### src/rtl/uart_transmitter.sv
// 8N1 UART transmitter: accepts a byte over valid/ready and shifts it out LSB-first on TxD.
// Every bit is held CLK_FREQ/BAUD_RATE clocks; all outputs are registered.
module uart_transmitter #(
  parameter int unsigned CLK_FREQ  = 100_000_000,
  parameter int unsigned BAUD_RATE = 9600
) (
  input  logic       clk_fpga,
  input  logic       reset_n,
  input  logic [7:0] tx_data,
  input  logic       tx_valid,
  output logic       tx_ready,
  output logic       TxD,
  output logic       tx_busy,
  output logic       tx_done
);

  localparam int unsigned BIT_DIV = CLK_FREQ / BAUD_RATE;
  localparam int unsigned CNT_W   = (BIT_DIV > 2) ? $clog2(BIT_DIV) : 1;
  localparam logic [CNT_W-1:0] BAUD_LAST = CNT_W'(BIT_DIV - 1);
  localparam logic [CNT_W-1:0] BAUD_PRE  = CNT_W'(BIT_DIV - 2);

  localparam logic [1:0] StIdle  = 2'd0;
  localparam logic [1:0] StStart = 2'd1;
  localparam logic [1:0] StData  = 2'd2;
  localparam logic [1:0] StStop  = 2'd3;

  logic [1:0]       state_q, state_d;
  logic [CNT_W-1:0] baud_q, baud_d;
  logic [2:0]       bit_q, bit_d;
  logic [7:0]       shift_q, shift_d;
  logic             txd_d, done_d, ready_d, busy_d;
  logic             end_bit;

  assign end_bit = (baud_q == BAUD_LAST);

  always_comb begin
    state_d = state_q;
    baud_d  = end_bit ? '0 : baud_q + 1'b1;
    bit_d   = bit_q;
    shift_d = shift_q;
    txd_d   = TxD;
    done_d  = 1'b0;
    unique case (state_q)
      StIdle: begin
        baud_d = '0;
        txd_d  = 1'b1;
        if (tx_valid && tx_ready) begin
          shift_d = tx_data;
          state_d = StStart;
          txd_d   = 1'b0;
        end
      end
      StStart: begin
        if (end_bit) begin
          state_d = StData;
          bit_d   = 3'd0;
          txd_d   = shift_q[0];
        end
      end
      StData: begin
        if (end_bit) begin
          shift_d = {1'b0, shift_q[7:1]};
          bit_d   = bit_q + 3'd1;
          if (bit_q == 3'd7) begin
            state_d = StStop;
            txd_d   = 1'b1;
          end else begin
            // Next data bit is the one about to shift into position 0.
            txd_d = shift_q[1];
          end
        end
      end
      StStop: begin
        // Registered pulse: set one cycle early so it is visible on the final stop cycle.
        done_d = (baud_q == BAUD_PRE);
        if (end_bit) begin
          state_d = StIdle;
        end
      end
      default: begin
        state_d = StIdle;
        baud_d  = '0;
        bit_d   = 3'd0;
        txd_d   = 1'b1;
      end
    endcase
    ready_d = (state_d == StIdle);
    busy_d  = (state_d != StIdle);
  end

  always_ff @(posedge clk_fpga or negedge reset_n) begin
    if (!reset_n) begin
      state_q  <= StIdle;
      baud_q   <= '0;
      bit_q    <= 3'd0;
      shift_q  <= 8'd0;
      TxD      <= 1'b1;
      tx_ready <= 1'b1;
      tx_busy  <= 1'b0;
      tx_done  <= 1'b0;
    end else begin
      state_q  <= state_d;
      baud_q   <= baud_d;
      bit_q    <= bit_d;
      shift_q  <= shift_d;
      TxD      <= txd_d;
      tx_ready <= ready_d;
      tx_busy  <= busy_d;
      tx_done  <= done_d;
    end
  end

endmodule

### config.mk
export PLATFORM = sky130hd
export DESIGN_NAME = uart_transmitter
export DESIGN_NICKNAME = d
export VERILOG_FILES = /design/src/rtl/uart_transmitter.sv
export SDC_FILE = /design/constraint.sdc
export NUM_CORES = 1
export LEC_CHECK = 0
export ABC_AREA = 1
export BUFFER_PORTS_ARGS = -buffer_cell sky130_fd_sc_hd__buf_2
export CORE_MARGIN = 5
export CORE_UTILIZATION = 54
export CTS_BUF_LIST = sky130_fd_sc_hd__clkbuf_2 sky130_fd_sc_hd__clkbuf_4 sky130_fd_sc_hd__clkbuf_8
export DETAILED_ROUTE_END_ITERATION = 10
export PLACE_DENSITY = 0.81
export SKIP_CTS_REPAIR_TIMING = 1
export SLEW_MARGIN = 10
export SYNTH_ARGS = -nofsm -noshare
export SYNTH_HDL_FRONTEND = slang
export SYNTH_SLANG_ARGS = --single-unit
### constraint.sdc
create_clock -name clk_fpga -period 2.36 [get_ports clk_fpga]
set_input_delay 0 -clock clk_fpga [delete_from_list [all_inputs] [get_ports clk_fpga]]
set_output_delay 0 -clock clk_fpga [all_outputs]
set_load 0.01 [all_outputs]
==> results of run 1 <==
-- kinds of logic after synthesis --
logic type	synth area share, %
buffers and inverters	4.92
flip-flops	45.7
multiplexers	3.52
XOR/XNOR	3.08
adder cells (fa/ha/maj)	7.34
AO/OA/AOI/OAI	9.84
AND/OR/NAND/NOR	25.6
-- worst max-delay path by stage --
stage / startpoint / end / slack (ns)
6_report: state_q[0]$_DFF_PN0_ / shift_q[4]$_DFFE_PN0P_ / 0.62
4_1_cts: state_q[0]$_DFF_PN0_ / shift_q[3]$_DFFE_PN0P_ / 0.62
5_1_grt: state_q[0]$_DFF_PN0_ / shift_q[4]$_DFFE_PN0P_ / 0.48
2_1_floorplan: state_q[0]$_DFF_PN0_ / shift_q[5]$_DFFE_PN0P_ / 0.72
3_5_place_dp: state_q[0]$_DFF_PN0_ / shift_q[3]$_DFFE_PN0P_ / 0.64
3_3_place_gp: state_q[0]$_DFF_PN0_ / shift_q[0]$_DFFE_PN0P_ / 0.72
-- sequential cells by signal, indices dropped and copies added, names as in the netlist --
register / flops
bit_q: 3
state_q: 2
tx_busy: 1
tx_ready: 1
tx_done: 1
shift_q: 8
baud_q: 14
TxD: 1
-- per-stage QoR --
| stage | instance area (um2) | setup WS, ns | hold WS, ns | cells |
|---|---|---|---|---|
| floorplan | 1700 | 0.722 | -0.296 | 187 |
| global placement | 1820 | 0.719 | 0.0739 | 243 |
| detailed placement | 1820 | 0.637 | 0.0799 | 243 |
| CTS | 1870 | 0.619 | -0.292 | 251 |
| global route | 1950 | 0.479 | 0.00489 | 259 |
| finish | 1950 | 0.619 | -0.00527 | 259 |
-- worst max-delay path: cells and delay by family, from the launching register on --
| kind | cells | cell delay [ns] |
|---|---|---|
| adder cells (fa/ha/maj) | 1 | 0.33 |
| AO/OA/AOI/OAI | 2 | 0.31 |
| flip-flops | 1 | 0.44 |
| AND/OR/NAND/NOR | 3 | 0.41 |
| buffers and inverters | 1 | 0.14 |
-- final cells by class --
type,instances,area share [%]
multi-input combinational,136,43.1
clock inverter,1,0.256
timing repair buffer,23,8.07
inverter,17,3.27
sequential,31,39.8
tap,44,2.82
clock buffer,7,2.69
-- metal layers --
| metal | GRT usage (%) | wire length [um] |
|---|---|---|
| met4 | 8.12 | 63 |
| met5 | 0 | 0 |
| met3 | 5.78 | 188 |
| met1 | 23.2 | 1530 |
| met2 | 26.8 | 1590 |
-- where the power goes --
part	internal [mW]	switching (mW)
logic	0.366	0.572
clock network	0.139	0.181
registers	0.686	0.103
-- layout by cell type, fill, tap and decap left out, types with 7 or more instances in the layout --
master | synthesis | layout
nor2_1 | 21 | 21
buf_2 | 1 | 14
dfrtp_1 | 29 | 29
o21ai_2 | 7 | 7
ha_1 | 10 | 10
nand2_1 | 38 | 38
clkbuf_4 | 0 | 7
dlygate4sd3_1 | 0 | 8
inv_1 | 17 | 17
==> flow_summary.yaml, run 1 <==
run_status:
  outcome: "finished, violations left"
  violations: "negative hold slack"
synthesis:
  syn_inst: 187
  synth_top_area_cell: "dfrtp_1"
  ys.flop_type: "dfrtp_1"
  ys_top_cells_by_area: "dfrtp_1, nand2_1, ha_1"
  netlist-cell-type-count: 35
  synth-edff-count: 0
  synth_area_um2: 1700
  syn-num-nets: 208
  synth-seq-cells: 31
  synth.top_cell.area_share_pct: 42.6
  syn_area_per_cell_um2: 9.11
  synth_warnings: 0
  ys_async_sr_fraction_pct: 100
  synth_common_cells: "nand2_1, dfrtp_1, nor2_1, inv_1, ha_1"
  yosysSeqAreaShare_pct: 45.7
  synth.most_common_cell: "nand2_1"
worst_setup_path:
  reg2reg_from: "state_q[0]$_DFF_PN0_"
  critPathKind: "reg2reg"
  worstPathRequired_ns: 2.59
  reg2reg_slack_ns: 0.62
  slowest_delay_ns: 0.44
  critPathCaptureType: "flop"
  crit_arrival_ns: 1.97
  crit_chain: "inv_1 > ha_1 > nor2_1 > a21oi_1 > nand2_4 > nand2_1 > o21ai_2"
  start_kind: "flop"
  worst-path-max-fanout: 15
  crit_slowest_cell: "dfrtp_1"
  reg2regPathDepth: 7
  r2r_end: "shift_q[4]$_DFFE_PN0P_"
timing:
  finalCritPeriodShare_pct: 73.8
  worstMarginPinSlew_ns: 0.699
  finClkSkew_ns: 0.0157
  finalHoldViolCount: 1
  slew_viol_final: 0
  setup_viol: 0
  relSlewSlack_pct: 53.4
  setup-tns-final_ns: 0
  final.min_clock_period_ns: 1.74
  holdWs_ns: -0.00527
  fmax_mhz: 575
  rsz0062_at_grt: "false"
flow_run:
  cap_violations: 0
global_routing:
  grt_pass1_vias: 1240
  antenna_found_initial: 0
  grt_use_total_pct: 17.8
  grt-ovfl-total: 0
  grt_pass1_wl_um: 5750
  grt_max_degree: 32
clock_tree:
  cts_num_sinks: 31
  htree_levels: 2
  clkLatencyLatePin_ns: 0.34
  cts.path.max_buffers: 2
  cts_tree: "built"
  clock-root-buffer: "clkbuf_4"
  clkTransAtPathRegs_ns: 0.10
  cts_buffers: 5
power_and_ir_drop:
  vdd_ir_drop_max_mv: 0.632
  p_leak_nw: 0.955
  p_total_mw: 2.05
  power_density_nw_per_um2: 1050
die:
  coreArea_um2: 3030
  num_io_pins: 15
  rows: 20
  die_area_um2: 4380
  start_util_pct: 56.3
  fp.dieH_um: 66.2
  die_w_um: 66.2
drt:
  drtPass1Iterations: 5
  drcViolationCount: 0
  routedWlPerCell_um: 13.0
  routed_wl_um: 3360
  vias: 1323
  post_drt_via_cell_ratio: 5.11
  final_antenna_net_count: 0
  drtIter0Drc: 55
finish:
  num-fill-cells: 247
  utilization_pct: 64.5
  syn_to_final_growth_pct: 14.7
  multiInputGateArea_um2: 842
  num-nets-final: 235
  antenna_cells: 0
  drive_gt1_share_pct: 21.9
  ff_latch_area_um2: 778
hold_path:
  min_to: "shift_q[1]$_DFFE_PN0P_"
  hold_start: "tx_data[1]"
  hold_class: "in2reg"
  hold_path_depth: 3
place:
  port_buffers: 14
  place_hpwl_um: 2380
  routabilityCongestion: 0.827
(Power assumes the default switching activity.)
==> run 2, diff against run 1 <==
PLACE_DENSITY = 0.84   (was 0.81)
clock period = 1.6 ns   (was 2.36 ns; I/O delays follow)
==> flow_summary.yaml, run 2 (synthesized netlist as in run 1, its figures left out) <==
place:
  routabilityCongestion: 0.785
  dp.cells: 246
  port_buffers: 14
  place_hpwl_um: 2280
timing:
  relSlewSlack_pct: 54.4
  rsz0062_at_grt: "true"
  holdWs_ns: -0.0266
  finalCritPeriodShare_pct: 104
  final.min_clock_period_ns: 1.67
  slew_viol_final: 0
  fmax_mhz: 601
  setup_viol: 1
  finClkSkew_ns: 0.0176
  worstMarginPinSlew_ns: 0.683
  layout_setup_ws_ns: -0.0652
  finalHoldViolCount: 1
run_status:
  violations: "negative hold slack, negative setup slack"
  outcome: "finished, violations left"
global_routing:
  grt_pass1_vias: 1266
  grt_use_total_pct: 16.6
  grt_max_degree: 32
  grt_pass1_wl_um: 5510
  grt-ovfl-total: 0
  antenna_found_initial: 0
power_and_ir_drop:
  p_leak_nw: 1.01
  power_density_nw_per_um2: 1610
  vdd_ir_drop_max_mv: 1.12
die:
  num_io_pins: 15
  die_w_um: 66.2
  fp.dieH_um: 66.2
  rows: 20
  coreArea_um2: 3030
  start_util_pct: 56.3
  die_area_um2: 4380
finish:
  ff_latch_area_um2: 781
  syn_to_final_growth_pct: 21.8
  stdcell_count: 267
  reg_top3: "baud_q (14), shift_q (8), bit_q (3)"
  top_register: "baud_q"
  utilization_pct: 68.6
  num-nets-final: 243
  final_cell_mix: "nand2_1, dfrtp_1, nor2_1, inv_1, buf_2"
  antenna_cells: 0
  drive_gt1_share_pct: 28.7
  num-fill-cells: 236
  largest_reg_flops: 14
  final_common_cell: "nand2_1"
  multiInputGateArea_um2: 898
drt:
  final_antenna_net_count: 0
  drcViolationCount: 0
  drtIter0Drc: 72
  routedWlPerCell_um: 13.0
  drtPass1Iterations: 5
  routed_wl_um: 3460
  vias: 1344
  post_drt_via_cell_ratio: 5.03
clock_tree:
  cts_num_sinks: 31
  htree_levels: 2
  clkLatencyLatePin_ns: 0.33
  clock-root-buffer: "clkbuf_4"
  clkTransAtPathRegs_ns: 0.10
  cts_tree: "built"
  cts.path.max_buffers: 2
  cts_buffers: 5
flow_run:
  cap_violations: 0
worst_setup_path:
  critPathKind: "reg2reg"
  start_kind: "flop"
  reg2reg_slack_ns: -0.07
  worstPathRequired_ns: 1.83
  crit_arrival_ns: 1.89
  critPathCaptureType: "flop"
  worst-path-max-fanout: 6
hold_path:
  hold_class: "in2reg"
==> run 2: final timing paths <==
kind / startpoint / to / cells past startpoint
min: tx_data[4] / shift_q[4]$_DFFE_PN0P_ / 3
min in group asynchronous: reset_n / shift_q[1]$_DFFE_PN0P_ / 2
min reg2reg: shift_q[0]$_DFFE_PN0P_ / shift_q[0]$_DFFE_PN0P_ / 2
max: state_q[1]$_DFF_PN0_ / tx_ready$_DFF_PN1_ / 6
max in group asynchronous: reset_n / state_q[0]$_DFF_PN0_ / 2
max reg2reg: state_q[1]$_DFF_PN0_ / tx_ready$_DFF_PN1_ / 6
==> run 2: area by class of cell <==
type	instances	share of cell area [%]
Clock buffer	7	2.83
Inverter	17	3.07
Multi-Input combinational cell	137	43.3
Sequential cell	31	37.6
Clock inverter	1	0.241
Timing Repair Buffer	30	10.3
Tap cell	44	2.65
==> run 2: per-layer routing <==
| metal | global-route usage (%) | wire length, um | vias to the layer above |
|---|---|---|---|
| met1 | 20.5 | 1550 | 628 |
| li1 | - | - | 679 |
| met3 | 4.42 | 159 | 6 |
| met2 | 26.8 | 1690 | 31 |
| met5 | 0 | 0 | - |
| met4 | 7.87 | 61 | 0 |
==> run 2: stage by stage <==
step                      hold slack [ns]  area (um2)  TNS, ns  worst slack, ns  power (mW)
after floorplan                    -0.296        1710        0           0.0111        2.27
after global placement             0.0813        1840        0           0.0413        2.56
after detailed placement           0.0805        1840        0          0.00473        2.61
after CTS                          -0.286        1910  -0.0809          -0.0189        3.12
after global routing              0.00196        2080   -0.419           -0.105        3.60
final                             -0.0266        2080  -0.0652          -0.0652        3.34
==> run 2: critical path, stage by stage (launching register included) <==
cell	delay, ns
dfrtp_2	0.44
inv_1	0.10
ha_1	0.24
or2_2	0.33
a21boi_2	0.16
nor2_2	0.07
a21oi_1	0.23
==> run 2: power by group <==
group	total (mW)	switching [mW]	internal (mW)
sequential	1.19	0.169	1.02
combinational	1.65	0.960	0.695
clock	0.494	0.264	0.230
==> run 3, diff against run 2 <==
CAP_MARGIN = 25   (was default)
PLACE_DENSITY = 0.76   (was 0.84)
RECOVER_POWER = 25   (was default)
==> flow_summary.yaml, run 3 (synthesized netlist as in run 1, its figures left out) <==
run_status:
  outcome: "completed"
timing:
  worstMarginPinSlew_ns: 0.757
  fmax_mhz: 651
  final.min_clock_period_ns: 1.54
  relSlewSlack_pct: 49.5
  slew_viol_final: 0
  finalCritPeriodShare_pct: 96.1
  setup_viol: 0
  finClkSkew_ns: 0.00846
  finalHoldViolCount: 0
  layout_setup_ws_ns: 0.0628
global_routing:
  grt_max_degree: 32
  antenna_found_initial: 0
  grt_pass1_wl_um: 5660
  grt-ovfl-total: 0
  grt_use_total_pct: 17.2
  grt_pass1_vias: 1363
die:
  die_w_um: 66.2
  die_area_um2: 4380
  num_io_pins: 15
  rows: 20
  coreArea_um2: 3030
  start_util_pct: 56.3
  fp.dieH_um: 66.2
worst_setup_path:
  worst-path-max-fanout: 5
  reg2reg_from: "state_q[1]$_DFF_PN0_"
  worstPathRequired_ns: 1.86
  reg2regPathDepth: 6
  reg2reg_slack_ns: 0.06
  start_kind: "flop"
  crit_arrival_ns: 1.80
  critPathKind: "reg2reg"
  r2r_end: "tx_ready$_DFF_PN1_"
  critPathCaptureType: "flop"
power_and_ir_drop:
  power_density_nw_per_um2: 1650
  p_total_mw: 3.45
  p_leak_nw: 1.01
  vdd_ir_drop_max_mv: 1.03
clock_tree:
  cts_num_sinks: 31
  clock-root-buffer: "clkbuf_4"
  htree_levels: 2
  cts.path.max_buffers: 2
  cts_buffers: 5
  cts_tree: "built"
  clkTransAtPathRegs_ns: 0.10
  clkLatencyLatePin_ns: 0.34
place:
  dp_slack_ns: 0.0132
  place_hpwl_um: 2440
  routabilityCongestion: 0.850
  port_buffers: 14
finish:
  largest_reg_flops: 14
  num-nets-final: 245
  syn_to_final_growth_pct: 22.8
  final_common_cell: "nand2_1"
  multiInputGateArea_um2: 876
  num-fill-cells: 241
  top_register: "baud_q"
  drive_gt1_share_pct: 28.0
  antenna_cells: 0
  reg_top3: "baud_q (14), shift_q (8), bit_q (3)"
  final_cell_mix: "nand2_1, dfrtp_1, nor2_1, inv_1, buf_2"
  ff_latch_area_um2: 781
drt:
  post_drt_via_cell_ratio: 5.04
  drtPass1Iterations: 3
  vias: 1355
  drtIter0Drc: 54
  routedWlPerCell_um: 13.1
  drcViolationCount: 0
  final_antenna_net_count: 0
  routed_wl_um: 3540
hold_path:
  min_to: "tx_ready$_DFF_PN1_"
  hold_class: "in2reg"
  hold_start: "tx_valid"
  hold_path_depth: 5
flow_run:
  cap_violations: 0
-- run 3: how the worst max path moves through the flow --
stage	from	endpoint	slack (ns)	cells after the start
after floorplan	state_q[0]$_DFF_PN0_	shift_q[5]$_DFFE_PN0P_	0.01	9
after global placement	state_q[1]$_DFF_PN0_	tx_busy$_DFF_PN0_	0.05	7
after detailed placement	state_q[1]$_DFF_PN0_	tx_busy$_DFF_PN0_	0.01	7
after CTS	state_q[1]$_DFF_PN0_	tx_ready$_DFF_PN1_	-0.002	6
after global routing	state_q[0]$_DFF_PN0_	TxD$_DFFE_PN1P_	-0.005	7
final	state_q[1]$_DFF_PN0_	tx_ready$_DFF_PN1_	0.06	6
-- run 3: stage by stage --
step | instances | hold WS (ns) | area, um2 | util [%] | TNS, ns
floorplan | 187 | -0.296 | 1710 | - | 0
global placement | 246 | 0.0665 | 1840 | 60.9 | 0
detailed placement | 246 | 0.0753 | 1840 | 60.9 | 0
CTS | 254 | -0.306 | 1930 | 63.7 | -0.00206
global route | 269 | 0.164 | 2090 | 69.1 | -0.00481
finish | 269 | 0.135 | 2090 | 69.1 | 0
-- run 3: area by class of cell --
class	instances	area share (%)
Sequential cell	31	37.3
Tap cell	44	2.63
Clock inverter	2	1.67
Clock buffer	6	2.45
Timing Repair Buffer	32	11.1
Multi-Input combinational cell	137	41.8
Inverter	17	3.05
-- run 3: power breakdown --
part           internal, mW  switching (mW)
logic                 0.715           0.932
registers              1.02           0.148
clock network         0.369           0.270
-- run 3: worst max-delay path, cell delays in order (launching register included) --
cell,delay (ns)
dfrtp_2,0.46
buf_4,0.15
ha_1,0.19
or2_2,0.30
a21boi_2,0.15
nor2_2,0.06
a21oi_1,0.15
-- run 3: routing by layer --
metal	GRT usage (%)	vias to the layer above	wire length, um
met1	18.6	639	1480
met5	0	-	0
met2	30.5	21	1840
met3	4.76	10	106
li1	-	685	-
met4	8.38	0	103
